===== config.mk =====
export PLATFORM = sky130hd
export DESIGN_NAME = maxnet_controller
export DESIGN_NICKNAME = d
export VERILOG_FILES = /design/src/rtl/maxnet_controller.sv
export SDC_FILE = /design/constraint.sdc
export NUM_CORES = 1
export LEC_CHECK = 0
export BUFFER_PORTS_ARGS = -buffer_cell sky130_fd_sc_hd__buf_2
export CAP_MARGIN = 0
export CORE_ASPECT_RATIO = 1.4
export CORE_MARGIN = 3
export CORE_UTILIZATION = 43
export CTS_CLUSTER_SIZE = 40
export DETAILED_ROUTE_END_ITERATION = 8
export GPL_ROUTABILITY_DRIVEN = 0
export PLACE_DENSITY_LB_ADDON = 0.2
export RECOVER_POWER = 100
export SETUP_SLACK_MARGIN = 0.15
export SLEW_MARGIN = 5
export SYNTH_ARGS = -nofsm -noshare
export SYNTH_HDL_FRONTEND = slang
export SYNTH_SLANG_ARGS = --single-unit

===== constraint.sdc =====
create_clock -name clk -period 2.3 [get_ports clk]
set_input_delay 0.46 -clock clk [delete_from_list [all_inputs] [get_ports clk]]
set_output_delay 0.46 -clock clk [all_outputs]
set_load 0.05 [all_outputs]

===== src/rtl/maxnet_controller.sv =====
// rtl/maxnet_controller.sv - Moore sequencer for a four-input Maxnet winner search.
// Steps the datapath through load, init, multiply, add and check phases until one activation survives.
module maxnet_controller #(
  parameter int MAX_ITER = 32,
  parameter int ITER_W   = 8
) (
  input  logic              clk,
  input  logic              rst,
  input  logic              start,
  input  logic              abort,
  input  logic              found,
  output logic              mainRegWrite,
  output logic              actWrite,
  output logic              multWrite,
  output logic              addWrite,
  output logic              s1,
  output logic              s2,
  output logic              s3,
  output logic              s4,
  output logic              busy,
  output logic              done,
  output logic              fail,
  output logic [ITER_W-1:0] iter_count
);

  typedef enum logic [3:0] {
    S_IDLE   = 4'd0,
    S_LOAD   = 4'd1,
    S_INIT   = 4'd2,
    S_MULT   = 4'd3,
    S_ADD    = 4'd4,
    S_CHECK  = 4'd5,
    S_UPDATE = 4'd6,
    S_DONE   = 4'd7,
    S_FAIL   = 4'd8
  } state_t;

  localparam logic [ITER_W-1:0] C_MAX_ITER = ITER_W'(MAX_ITER);
  localparam logic [ITER_W-1:0] C_SAT      = '1;

  state_t            r_state;
  state_t            w_next_state;
  logic [ITER_W-1:0] r_iter_count;

  always_ff @(posedge clk or negedge rst) begin
    if (!rst) begin
      r_state <= S_IDLE;
    end else begin
      r_state <= w_next_state;
    end
  end

  // abort wins over everything, including start while idle
  always_comb begin
    w_next_state = r_state;
    if (abort) begin
      w_next_state = S_IDLE;
    end else begin
      case (r_state)
        S_IDLE:   if (start) w_next_state = S_LOAD;
        S_LOAD:   w_next_state = S_INIT;
        S_INIT:   w_next_state = S_MULT;
        S_MULT:   w_next_state = S_ADD;
        S_ADD:    w_next_state = S_CHECK;
        S_CHECK: begin
          if (found)                             w_next_state = S_DONE;
          else if (r_iter_count == C_MAX_ITER)   w_next_state = S_FAIL;
          else                                   w_next_state = S_UPDATE;
        end
        S_UPDATE: w_next_state = S_MULT;
        S_DONE:   w_next_state = S_IDLE;
        S_FAIL:   w_next_state = S_IDLE;
        default:  w_next_state = S_IDLE;
      endcase
    end
  end

  // count is kept through DONE/FAIL/abort so software can read how far the search got
  always_ff @(posedge clk or negedge rst) begin
    if (!rst) begin
      r_iter_count <= '0;
    end else if (!abort) begin
      if (r_state == S_LOAD) begin
        r_iter_count <= '0;
      end else if (r_state == S_ADD && r_iter_count != C_SAT) begin
        r_iter_count <= r_iter_count + 1'b1;
      end
    end
  end

  always_comb begin
    mainRegWrite = 1'b0;
    actWrite     = 1'b0;
    multWrite    = 1'b0;
    addWrite     = 1'b0;
    s1           = 1'b0;
    s2           = 1'b0;
    s3           = 1'b0;
    s4           = 1'b0;
    busy         = 1'b0;
    done         = 1'b0;
    fail         = 1'b0;
    case (r_state)
      S_LOAD: begin
        mainRegWrite = 1'b1;
        busy         = 1'b1;
      end
      S_INIT: begin
        actWrite = 1'b1;
        busy     = 1'b1;
      end
      S_MULT: begin
        multWrite = 1'b1;
        busy      = 1'b1;
      end
      S_ADD: begin
        addWrite = 1'b1;
        busy     = 1'b1;
      end
      S_CHECK: begin
        busy = 1'b1;
      end
      S_UPDATE: begin
        actWrite = 1'b1;
        s1       = 1'b1;
        s2       = 1'b1;
        s3       = 1'b1;
        s4       = 1'b1;
        busy     = 1'b1;
      end
      S_DONE:  done = 1'b1;
      S_FAIL:  fail = 1'b1;
      default: ;
    endcase
  end

  assign iter_count = r_iter_count;

endmodule


After elaboration in Yosys (flattened, before gate mapping)

Cells that the tools add are included.

Add/subtract/negate cells: 1
$mul: 0
Div/mod/pow operators: 0
Magnitude comparators: 0
Eq/ne operators: 11
Shift operators: 0
Mux-type cells: 15
Bitwise gates (word level): 1
Reduce and logical (&&, ||, !) cells: 6

Operators with widths:

| operator                                                              | count |
|---|---|
| 4-bit case mux with 6 select lines                                    | 1 |
| 4-bit by 3-bit equality test with 1-bit output, second input constant | 4 |
| 4-bit two-way mux                                                     | 4 |
| 8-bit two-way mux                                                     | 2 |
| 8-bit by 1-bit adder with 8-bit output, second input constant         | 1 |
| 4-bit by 2-bit equality test with 1-bit output, second input constant | 2 |
| 8-bit by 6-bit equality test with 1-bit output, second input constant | 1 |
| 1-bit two-way mux                                                     | 8 |
| 8-bit inequality test, second input constant                          | 1 |
| 6-bit OR reduction                                                    | 1 |
| 4-bit by 1-bit equality test with 1-bit output, second input constant | 1 |
| 4-bit equality test, second input constant                            | 1 |
| 4-bit logical NOT                                                     | 1 |
| 3-bit inequality test, second input constant                          | 1 |
| 2-bit AND reduction                                                   | 1 |
| 2-bit nonzero test                                                    | 1 |
| 2-bit OR reduction                                                    | 1 |
| 1-bit logical AND                                                     | 1 |
| 1-bit inverter                                                        | 1 |

Register bits after elaboration: 12
Latch bits: 0
RAM bits: 0
Memory bits (read-only): 0
Input port bits: 5
Output and inout bits: 19
Word-level logic and storage cells: 36
Memories kept: 0

Logic depth before layout (Yosys ltp)

Gate-level depths: netlist (run 1).

Depth in word-level cells: 5
Depth in mapped cells: 6
Depth with buffers taken out: 6

Worst setup path before layout (run 1)

No wires, ideal clock.

Path type: reg2out
Start: register r_state[2]
End: output fail
Arrival time: 2.267 ns
Data required time: 1.840 ns
Setup slack: -0.427 ns
Stages on the path, launching flop included: 3
Buffers on the path: 1
Path through: dfrtp_1 buf_1 nor4b_1

Word-level cells in the longest chain between the ends: 2

RTL lines:

| item                   | line | text |
|---|---|---|
| from (decl)            | 41   | `state_t r_state;` |
| from (signal assigned) | 49   | `r_state <= w_next_state;` |
| 4-bit equality test    | 103  | `case (r_state)` |
| 1-bit two-way mux      | 103  |  |
| to (decl)              | 22   | `output logic fail,` |

No other way between the ends.

Worst setup path after layout (run 1)

Start: register r_state[1]
End: output actWrite

Word-level cells in the longest chain between the ends: 3
Elaborated cells on any way between the ends: 4
Those cells by class: 2 x eq/ne; 1 x mux; 1 x reduce/logical

RTL lines:

| item                                                                                                             | line | text |
|---|---|---|
| 4-bit by 3-bit equality test with 1-bit output or 4-bit by 2-bit equality test with 1-bit output (tied branches) | 103  |  |
| 2-bit OR reduction (no line) (*)                                                                                 | n/a  |  |
| 1-bit two-way mux (*)                                                                                            | 103  |  |
| to (decl)                                                                                                        | 13   | `output logic actWrite,` |

Every way passes the cells marked *; elsewhere a longest branch is shown, timed or not.

==> results of run 1 <==
[path summary, 6_finish.rpt]
path                                 end  slack [ns]  depth (start not counted)
min in group clk              r_state[0]        0.47                          3
max reg2reg                iter_count[6]        0.37                          4
max in group asynchronous  iter_count[4]        1.69                          1
min                        iter_count[5]        0.19                          1
max                             actWrite        0.20                          3
min reg2reg                iter_count[0]        0.60                          1
[worst max-delay path: stages (launching register included)]
cell	delay, ns
dfrtp_1	0.61
nand2b_1	0.18
nor2_1	0.11
clkbuf_1	0.47
[registers in the layout, summed over array words and instances, names as in the netlist]
register,cells
r_state,4
iter_count,8
[kinds of logic (layout without fill, tap and decap cells)]
| kind of cell | Yosys count | count (layout) |
|---|---|---|
| compound gates | 14 | 14 |
| fa+ha+maj | 2 | 2 |
| buf+inv | 10 | 30 |
| flops | 12 | 12 |
| mux | 2 | 2 |
| simple gates | 47 | 47 |
[metrics by stage]
step | util [%] | hold WS (ns)
final | 56.0 | 0.185
after global routing | 56.0 | 0.227
after CTS | 56.9 | 0.0540
after detailed placement | 54.7 | 0.356
after global placement | 54.7 | 0.354
after floorplan | - | 0.164
[layout make-up]
class                      count  area (um2)
fill                         170         729
clock buffer                   4        36.3
timing repair buffer          23         101
inverter                       3        11.3
tap                           19        23.8
multi-input combinational     65         457
sequential                    12         300
[routing by layer]
layer	vias up	GRT usage [%]	wire length, um	share of wire (%)
met5	-	0	0	0
met4	0	12.4	54	2.8
met3	6	3.21	104	5.4
met2	30	29.9	980	51
met1	366	20.3	773	40
li1	358	-	-	-
[cells in the mapped netlist, types with 2 or more instances]
| cell type | count |
|---|---|
| dfrtp_1 | 12 |
| nand2_1 | 9 |
| nor2_1 | 7 |
| nand3_1 | 6 |
| nor4b_1 | 4 |
| a21oi_1 | 3 |
| and3_1 | 3 |
| buf_4 | 3 |
| inv_1 | 3 |
| nand2b_1 | 3 |
| nand4_1 | 3 |
| nor3_1 | 3 |
| o211a_1 | 3 |
| o21ai_0 | 3 |
| buf_2 | 2 |
| ha_1 | 2 |
| mux2i_1 | 2 |
| nor2b_1 | 2 |
| nor3b_1 | 2 |
[where the power goes]
group / total, mW / switching, mW / internal, mW
sequential: 0.244 / 0.0239 / 0.220
clock: 0.169 / 0.0725 / 0.0963
combinational: 0.114 / 0.0822 / 0.0313
total: 0.526 / 0.179 / 0.347
==> impl_results.md, run 1 <==
* Chip width at between 40 and 50 um
* Fraction of registers with async set/reset at 100%
* GRT Total Usage at between 10% and 20%
* Hold Path Class: in -> async
* Final setup vio count at 0
* Total power at around 0.53 mW
* Setup TNS at 0 ns
* DR iter-0 viols at 13
* Critical Path Source: r_state[1]
* Clk buf depth at 2
* Layout cells sized above 1 at approximately 20%
* Cts bufs inserted at 3
* I/O pin count at 24
* GR Overflow Total at 0
* Die Ht at 56.6 um
* Design Area, Final at 930 um2
* Avg WL per Cell at 15.2 um
* Post-Synth Simple-Gate Area at about 37%
* CTS tree: yes
* H-Tree Depth at 1
* DRC viols at 0
* Commonest non-fill, non-tap cells in the layout: dfrtp_1 (12), clkbuf_1 (11), nand2_1 (9), clkbuf_2 (9)
* Top cell type by total area after synthesis: dfrtp_1
* Area delta synth->final at 18.3%
* Ys Warns at 0
* CP Class: reg -> out
* Hold_buf cts at 0
* Initial antenna violation count at 0
* Maxcap violations at 0
* Placed Area at 907 um2
* Largest family of logic cells by synthesized area: simple AND/OR/NAND/NOR gates
* Max-slew violation count at 0
* Setup Buffers After CTS at 0
* Yosys top cell area share at a little under two fifths
* Reg2reg start: r_state[2]
* Dpl cells at 122
* Clock slew at reported path FFs at about 0.080 ns
* Vias at 760
* Worst Setup End Kind: output port
* Synth Area in Compound Gates at between 10% and 20%
* Row count at 17
* Mean Syn Cell Area at between 9 and 10 um2
* Clk_skew at approximately 0.0024 ns
* CTS resizes at 0
* N_diodes at 0
* Maximum clock rate at roughly 0.48 GHz
* CORE AREA at 1660 um2
* Leak Pwr at between 0.4 and 0.5 nW
* Post-synthesis cell count at 87
* PwrDens at 566 nW/um2
* Slew @ Worst Pin at 0.665 ns
* Fin. Hold Viols at 0
* First-pass GRT wire length at around 3300 um
* Initial core utilization at 47.4%
* Mapped cell area at approximately 790 um2
* Worst vdd ir at 0.409 mV
* Final Worst Setup Slack at 0.203 ns
* Period Utilization, post-route at between 90% and 100%
* Normalized max-slew margin at a little under three fifths
* Mux cell area share after synthesis at 2.55%
* Largest net degree at the start of global routing at 13
* Top cells by area, synth: dfrtp_1 (38%), nor4b_1 (4.5%), nand2_1 (4.3%)
* Root Buffer: clkbuf_4
* Crit Path Max Fanout at 10
* Vias in the first global route at 724
* Post-Route WL at about 1900 um
* Fin cells at ~130
* Syn nets at 94
* Die ar. at 2380 um2
* XOR/XNOR Fraction of Synth Area at 0%
* Worst-skew pair later-pin latency at roughly 0.27 ns
* Tmin final at about 2.1 ns
* Number of synthesized flops with an enable pin at 0
* Crit path required time at 1.84 ns
* Drt pass-1 iters at 4
* Antenna viol nets, final at 0
* CTS Sinks at 12
* Seq/Total Area, Yosys at a little under two fifths
* CP startpoint kind: flop
* Setup slack after placement at 0.401 ns
* Status: complete, no violations
* Most common cell after layout, fill and taps aside: dfrtp_1
* Synth Register Bits at 12
* Post-synthesis cell type count at 31
* Synth Flop Type: dfrtp_1
* Placed wire-length estimate at approximately 1400 um
* Post-Synth Adder-Cell Area at approximately 3.2%
* Unrepaired setup endpoints after global routing: false
* Routed vias/inst at around 6
* Layout Nets at 115
* Buffers on Ports at 23
* Arr. time, crit path at between 1.5 and 2 ns
(Power assumes the default switching activity.)
==> run 2, diff against run 1 <==
CTS_BUF_LIST = sky130_fd_sc_hd__clkbuf_16   (was default)
==> impl_results.md, run 2 (synthesis gave the netlist of run 1 again) <==
* Drt pass-1 iters at 4
* Area delta synth->final at 22.9%
* Normalized max-slew margin at a little under three fifths
* Design Area, Final at a little under 1000 um2
* CORE AREA at 1660 um2
* Routed vias/inst at approximately 6.1
* Initial core utilization at about 47%
* Buffers on Ports at 23
* Die ar. at between 2000 and 2500 um2
* Placed Area at just over 900 um2
* Status: complete, no violations
* Post-Route WL at approximately 2000 um
* Antenna viol nets, final at 0
* Worst Setup End Kind: output port
* CP startpoint kind: flop
* Layout cells sized above 1 at 16.8%
* Reg area at 300 um2
* Commonest non-fill, non-tap cells in the layout: clkbuf_1 (12), dfrtp_1 (12), nand2_1 (9)
* Clock slew at reported path FFs at 0.04 ns
* Worst vdd ir at 0.648 mV
* Layout Nets at 115
* Hold_buf cts at 0
* Crit Path Max Fanout at 12
* CTS tree: yes
* Crit path required time at 1.84 ns
* PwrDens at about 700 nW/um2
* Area of the multi-input gates at around 450 um2
* CP Class: reg -> out
* Cts bufs inserted at 3
* Root Buffer: clkbuf_16
* CTS Sinks at 12
* Period Utilization, post-route at between 80% and 90%
* Unrepaired setup endpoints after global routing: false
* Arr. time, crit path at roughly 1.6 ns
* I/O pin count at 24
* Chip width at 42.1 um
* Tmin final at 2.07 ns
* Placed wire-length estimate at 1400 um
* Die Ht at about 57 um
* Max reg flops at 8
* GR Overflow Total at 0
* N_diodes at 0
* Setup Buffers After CTS at 0
* Vias in the first global route at 730
* Setup TNS at 0 ns
* Avg WL per Cell at 15.7 um
* Row count at 17
* H-Tree Depth at 1
* Initial antenna violation count at 0
* Vias at about 770
* CTS resizes at 0
* Filler instances at around 160
* Largest net degree at the start of global routing at 13
* Min Hold Slack at 0.226 ns
* DRC viols at 0
* Leak Pwr at between 0.4 and 0.5 nW
* Clk buf depth at 2
* Slew @ Worst Pin at 0.654 ns
* DR iter-0 viols at 17
* Hold Path Class: in -> async
* Fin. Hold Viols at 0
* Max-slew violation count at 0
* Clk_skew at between 0.003 and 0.004 ns
* GRT Total Usage at 18.1%
* Worst-skew pair later-pin latency at about 0.24 ns
* Maxcap violations at 0
* Maximum clock rate at roughly 0.48 GHz
* First-pass GRT wire length at 3350 um
* Final setup vio count at 0
==> run 2: cell types whose count changed in the layout (fill, tap and decap cells not counted), sizes merged <==
| cell | before | now |
|---|---|---|
| clkinv | 0 | 1 |
| clkbuf | 24 | 23 |
==> run 2: power breakdown <==
| group | switching [mW] | internal (mW) | total (mW) |
|---|---|---|---|
| clock network | 0.0847 | 0.228 | 0.313 |
| registers | 0.0241 | 0.221 | 0.245 |
| logic | 0.0824 | 0.0309 | 0.113 |
| total | 0.191 | 0.480 | 0.671 |
==> run 2: worst paths after layout <==
path | cells past startpoint | end | slack, ns | start
max | 3 | done | 0.23 | r_state[2]
min | 1 | iter_count[0] | 0.23 | rst
max reg2reg | 4 | iter_count[6] | 0.37 | r_state[2]
min reg2reg | 1 | iter_count[0] | 0.60 | iter_count[0]
max in group asynchronous | 1 | r_state[0] | 1.65 | rst
min in group clk | 3 | r_state[0] | 0.52 | found
==> run 2: layout make-up <==
| type | instances | share of cell area, % |
|---|---|---|
| Clock buffer | 3 | 7.77 |
| Timing Repair Buffer | 23 | 10.4 |
| Sequential cell | 12 | 31.1 |
| Multi-Input combinational cell | 65 | 46.8 |
| Inverter | 3 | 1.17 |
| Tap cell | 19 | 2.46 |
| Clock inverter | 1 | 0.389 |
==> run 2: critical path, stage by stage (launching register included) <==
cell and delay (ns):
dfrtp_1 0.58, nand2b_1 0.19, nor2_1 0.13, clkbuf_1 0.47
==> run 2: layer usage <==
metal | up-vias | part of all wire [%] | GRT usage, %
met5 | - | 0 | 0
met4 | 0 | 1.2 | 6.67
met3 | 4 | 6.5 | 3.85
met2 | 31 | 52 | 31.6
met1 | 371 | 41 | 21.4
li1 | 362 | - | -
==> run 2: stage by stage <==
stage | utilization [%] | setup WS (ns) | cells | total power, mW
final | 58.2 | 0.234 | 126 | 0.671
after global routing | 58.2 | 0.150 | 126 | 0.699
after CTS | 59.4 | 0.301 | 126 | 0.679
after detailed placement | 54.7 | 0.401 | 122 | 0.364
after global placement | 54.7 | 0.490 | 122 | 0.362
after floorplan | - | 0.112 | 87 | 0.335
